[config.mk]
export PLATFORM = sky130hd
export DESIGN_NAME = stopwatch_core
export DESIGN_NICKNAME = d
export VERILOG_FILES = /design/src/rtl/stopwatch_core.sv
export SDC_FILE = /design/constraint.sdc
export NUM_CORES = 1
export LEC_CHECK = 0
export CORE_UTILIZATION = 30
export CTS_BUF_LIST = sky130_fd_sc_hd__clkbuf_4 sky130_fd_sc_hd__clkbuf_8
export CTS_CLUSTER_SIZE = 20
export DETAILED_ROUTE_END_ITERATION = 16
export PLACE_DENSITY = 0.61
export SLEW_MARGIN = 20
export SYNTH_ARGS = -nofsm -noshare
export SYNTH_HDL_FRONTEND = slang
export SYNTH_SLANG_ARGS = --single-unit
[constraint.sdc]
create_clock -name clk -period 2.1 [get_ports clk]
set_input_delay 0.42 -clock clk [delete_from_list [all_inputs] [get_ports clk]]
set_output_delay 0.42 -clock clk [all_outputs]
set_load 0.05 [all_outputs]
[src/rtl/stopwatch_core.sv]
// Stopwatch timekeeping core: button conditioning, run/pause control and
// MM:SS counting (1 Hz normal, 2 Hz single-field adjust).
//
// state | meaning
// ------+------------------------------------------
// PAUSE | counting halted, one_hz_en ignored
// RUN   | seconds advance on each one_hz_en
module stopwatch_core #(
    parameter int DEBOUNCE_CYCLES = 16
) (
    input  logic       clk,
    input  logic       rst_n,
    input  logic       one_hz_en,
    input  logic       two_hz_en,
    input  logic       btn_pause,
    input  logic       btn_reset,
    input  logic       sw_sel,
    input  logic       sw_adj,
    output logic [5:0] min,
    output logic [5:0] sec,
    output logic       sel,
    output logic       adj,
    output logic       running
);

    localparam int CW = (DEBOUNCE_CYCLES > 2) ? $clog2(DEBOUNCE_CYCLES) : 1;
    localparam logic [CW-1:0] CNT_LAST = CW'(DEBOUNCE_CYCLES - 1);

    localparam logic [0:0] ST_PAUSE = 1'b0;
    localparam logic [0:0] ST_RUN   = 1'b1;

    // index 0 = pause button, index 1 = reset button
    logic [1:0]    btn_raw;
    logic [1:0]    b_s1;
    logic [1:0]    b_s2;
    logic [1:0]    b_lvl;
    logic [1:0]    b_lvl_q;
    logic [1:0]    b_arm;
    logic [1:0]    vld;
    logic [CW-1:0] b_cnt [2];
    logic [1:0]    pulse;
    logic          pause_p;
    logic          reset_p;

    logic          sel_s1;
    logic          adj_s1;
    logic [0:0]    state;

    assign btn_raw = {btn_reset, btn_pause};

    // A press is only reported once the button has been seen released after
    // reset, so a button held through reset cannot fire on its own.
    always_ff @(posedge clk or negedge rst_n) begin
        if (!rst_n) begin
            b_s1    <= '0;
            b_s2    <= '0;
            b_lvl   <= '0;
            b_lvl_q <= '0;
            b_arm   <= '0;
            vld     <= '0;
            for (int i = 0; i < 2; i++) begin
                b_cnt[i] <= '0;
            end
        end else begin
            b_s1    <= btn_raw;
            b_s2    <= b_s1;
            b_lvl_q <= b_lvl;
            vld     <= {vld[0], 1'b1};
            for (int i = 0; i < 2; i++) begin
                if (b_s2[i] == b_lvl[i]) begin
                    b_cnt[i] <= '0;
                end else if (b_cnt[i] == CNT_LAST) begin
                    b_lvl[i] <= b_s2[i];
                    b_cnt[i] <= '0;
                end else begin
                    b_cnt[i] <= b_cnt[i] + CW'(1);
                end
                if (vld[1] && !b_s2[i]) begin
                    b_arm[i] <= 1'b1;
                end
            end
        end
    end

    assign pulse   = b_lvl & ~b_lvl_q & b_arm;
    assign pause_p = pulse[0];
    assign reset_p = pulse[1];

    always_ff @(posedge clk or negedge rst_n) begin
        if (!rst_n) begin
            sel_s1 <= 1'b0;
            adj_s1 <= 1'b0;
            sel    <= 1'b0;
            adj    <= 1'b0;
        end else begin
            sel_s1 <= sw_sel;
            adj_s1 <= sw_adj;
            sel    <= sel_s1;
            adj    <= adj_s1;
        end
    end

    always_ff @(posedge clk or negedge rst_n) begin
        if (!rst_n) begin
            state <= ST_PAUSE;
        end else if (pause_p) begin
            state <= (state == ST_RUN) ? ST_PAUSE : ST_RUN;
        end
    end

    assign running = (state == ST_RUN);

    function automatic logic [5:0] inc59(input logic [5:0] v);
        return (v >= 6'd59) ? 6'd0 : v + 6'd1;
    endfunction

    // running is the pre-toggle state, so a coincident pause_p does not
    // affect whether this cycle's tick counts.
    always_ff @(posedge clk or negedge rst_n) begin
        if (!rst_n) begin
            min <= 6'd0;
            sec <= 6'd0;
        end else if (reset_p) begin
            min <= 6'd0;
            sec <= 6'd0;
        end else if (adj && two_hz_en) begin
            if (sel) begin
                sec <= inc59(sec);
            end else begin
                min <= inc59(min);
            end
        end else if (!adj && running && one_hz_en) begin
            if (sec >= 6'd59) begin
                sec <= 6'd0;
                min <= inc59(min);
            end else begin
                sec <= sec + 6'd1;
            end
        end
    end

endmodule
==> flow_metrics.env <==
export IMPL_synth_top_family_by_area="compound AO/OA/AOI/OAI gates"
export IMPL_synth_edf_count=0
export IMPL_slowest_stage_delay_cp_ns=0.85
export IMPL_cp_buffers_inverters=1
export IMPL_use_met3_pct=3.978
export IMPL_pwr_share_clk_pct=24.4
export IMPL_worst_path_max_delay_cell="clkdlybuf4s50_1"
export IMPL_rsz_0062_raised_after_global_routing="no"
export IMPL_worst_setup_path_startpoint="sec[4]"
export IMPL_synth_compound_area_share_pct=17.48
export IMPL_timing_critical_path_to="sec[4]"
export IMPL_clkSinkCount=37
export IMPL_async_reset_ff_share_pct=100.0
export IMPL_crit_family="buffers and inverters"
export IMPL_grt_antenna_before_repair=0
export IMPL_post_synth_cell_area_avg_um2=12.55
export IMPL_detail_route_antenna_nets=0
export IMPL_hold_buffers=0
export IMPL_timing_final_hold_violations=0
export IMPL_finalCriticalPeriod_ns=2.026
export IMPL_post_cts_resize_count=0
export IMPL_detailed_place_hpwl_um=2025
export IMPL_num_antenna_cells=0
export IMPL_yosys_area_share_xor_xnor_pct=2.859
export IMPL_synth_cells=122
export IMPL_synth_yosys_warnings=0
export IMPL_worst_flop_to_flop_path_startpoint="sec[0]"
export IMPL_route_detailed_vias_per_inst=4.891
export IMPL_worstPathMaxFanout=6
export IMPL_post_synth_and_or_nand_nor_area_fraction_pct=13.97
export IMPL_worst_r2r_setup_slack_ns=0.37
export IMPL_skew_ns=0.002570
export IMPL_end_kind="output pin"
export IMPL_sw_frac_of_total_pct=35.96
export IMPL_tightest_hold_check_type="flop to flop"
export IMPL_worst_setup_hold_path_clk_slew_ns=0.07
export IMPL_worstRegToRegCells=5
export IMPL_timing_critical_path_arrival_ns=1.61
export IMPL_avgRoutedWirePerCell_um=12.72
export IMPL_placementRows=25
export IMPL_slew_headroom_pct=66.55
export IMPL_critical_path_cell_chain="clkdlybuf4s50_1"
export IMPL_io_buffer_count=22
export IMPL_ir_worst_vdd_mv=0.5297
export IMPL_die_height_um=73.45
export IMPL_critPathLaunchType="flop"
export IMPL_gpl_final_weighted_congestion=0.8408
export IMPL_fp_dieArea_um2=5395
export IMPL_cts_repair_timing_setup_buffer_count=0
export IMPL_drive_gt1_share_pct=11.11
export IMPL_setup_tns_ns=0
export IMPL_grt_met1_usage_pct=12.38
export IMPL_tritoncts="done"
export IMPL_synth_yosys_seq_area_share_pct=60.46
export IMPL_critPathRequiredTime_ns=1.68
export IMPL_number_of_cts_inserted_buffers=5
export IMPL_outcome="completed"
export IMPL_grt_first_pass_wirelength_um=4636
export IMPL_syn_cell_area_um2=1531
export IMPL_proportion_of_synthesized_area_in_mux_cells_pct=0.7353
export IMPL_grt_overflow_total=0
export IMPL_busiest_layer="met2"
export IMPL_finalCoreUtilization_pct=40.00
export IMPL_layout_worst_path_cycle_share_pct=96.49
export IMPL_rr_endpoint="min[4]"
export IMPL_grt_start_max_net_pins=38
export IMPL_first_global_vias=1075
export IMPL_clock_tree_root_cell="clkbuf_8"
export IMPL_fmax_mhz=493.5
export IMPL_core_area_um2=4817
export IMPL_power_frac_comb_pct=28.5
export IMPL_clock_tree_htree_level_count=2
export IMPL_netSwitchingPower_uw=691.1
export IMPL_flop_and_latch_count_out_of_synthesis=37
export IMPL_critical_path_depth=1
export IMPL_final_design_area_no_fill_um2=1927
export IMPL_leakage_nw=0.8126
export IMPL_tightestPinTransition_ns=0.5001
export IMPL_grtUsageTotal_pct=11.44
export IMPL_postSynthNetCount=134
export IMPL_place_area_um2=1841
export IMPL_drtPass1Iterations=4
export IMPL_via_count_of_the_routed_design=1076
export IMPL_cap_violations=0
export IMPL_power_density_cell_area_nw_per_um2=997.3
export IMPL_pin_count=23
export IMPL_power_frac_seq_pct=47.1
export IMPL_totalWireLength_um=2799
export IMPL_finish_net_count=164
export IMPL_synth_top_flop_cell="dfrtp_1"
export IMPL_drt_drc_violations_left=0
export IMPL_syn2layout_area_growth_pct=25.82
export IMPL_setup_violations=0
export IMPL_floorplan_die_width_um=73.45
export IMPL_synthesized_area_fraction_occupied_by_adder_cells_pct=3.268
export IMPL_worst_skew_pair_late_latency_ns=0.28
export IMPL_grt_util_met2_pct=19.88
export IMPL_worst_case_clock_buffer_depth=2
export IMPL_internal_power_mw=1.231
export IMPL_dr_first_iter_drc_count=71
export IMPL_hold_ws_ns=0.3516
export IMPL_report_final_slew_viol_count=0
export IMPL_synth_lib_cells_used_distinct=32
export IMPL_fill_cells=489
export IMPL_worst_setup_path_type="flop to output pin"
export IMPL_initial_utilization_pct=31.79
[per-stage QoR]
stage	power (mW)	instances	setup slack (ns)
2_1_floorplan	1.258	122	0.1796
3_3_place_gp	1.452	212	0.2080
3_5_place_dp	1.465	212	0.1694
4_1_cts	1.952	220	0.06129
5_1_grt	2.030	220	0.01034
6_report	1.922	220	0.07375
[worst min-delay path by stage]
stage	from	endpoint	slack [ns]	depth (start not counted)
2_1_floorplan	rst_n	adj	0.12	0
3_3_place_gp	vld[0]	vld[1]	0.33	0
3_5_place_dp	sel_s1	sel	0.34	0
4_1_cts	sel_s1	sel	0.35	0
5_1_grt	b_s1[0]	b_s2[0]	0.36	0
6_report	b_s1[1]	b_s2[1]	0.35	0
[cells in the mapped netlist, types with 2 or more instances]
cell type	n	share of area, %
a21o_1	3	1.5
a21oi_1	6	2.0
a22o_1	5	2.9
a41oi_1	2	1.1
and3_1	3	1.2
dfrtp_1	37	60
ha_1	4	3.3
inv_1	4	0.98
nand2_1	7	1.7
nand3_1	6	2.0
nand3b_1	2	0.98
nand4b_1	2	1.1
nor2_1	4	0.98
nor2b_1	5	2.0
nor3b_1	2	0.98
o21ai_0	8	2.6
o21ai_1	3	0.98
xnor2_1	5	2.9
[routing by layer]
layer | wire, um | part of all wire (%) | vias to the layer above
met3 | 149 | 5.3 | 6
met4 | 45 | 1.6 | 0
li1 | - | - | 508
met1 | 1171 | 42 | 532
met2 | 1433 | 51 | 30
met5 | 0 | 0 | -
[final cells by class]
cell class	instances	area, um^2	share of cell area [%]
clock buffer	5	68.82	3.571
clock inverter	3	17.52	0.9091
inverter	4	15.01	0.7792
multi-input combinational	81	590.6	30.65
sequential	37	925.9	48.05
tap	67	83.83	4.351
timing repair buffer	23	225.2	11.69
[power groups by stage]
stage	combinational, mW	clock [mW]	sequential, mW
2_1_floorplan	0.136	0	1.12
3_3_place_gp	0.542	0	0.910
3_5_place_dp	0.548	0	0.917
4_1_cts	0.552	0.494	0.905
5_1_grt	0.583	0.524	0.923
6_report	0.547	0.469	0.905
[cells in the final DEF (no fill, tap or decap), drive strengths merged, types with 3 or more instances in the layout]
cell and n:
a21o 3, a21oi 6, a22o 5, and3 3, clkbuf 5, clkdlybuf4s50 21
dfrtp 37, ha 4, inv 4, nand2 7, nand3 6, nand3b 3
nor2 5, nor2b 5, o21ai 11, xnor2 5
[flip-flops by register name (all words and copies together) (netlist names)]
name / count
b_arm: 2
running: 1
sel_s1: 1
b_s1: 2
b_s2: 2
sel: 1
b_lvl_q: 2
b_lvl: 2
sec: 6
b_cnt: 8
adj: 1
min: 6
adj_s1: 1
vld: 2
[cell families after synthesis]
family                   after synthesis
AND/OR/NAND/NOR                       36
buffers and inverters                  4
flip-flops                            37
other                                  1
AO/OA/AOI/OAI                         34
XOR/XNOR                               5
multiplexers                           1
adder cells (fa/ha/maj)                4
No activity file was read; power rests on OpenSTA's default activity.
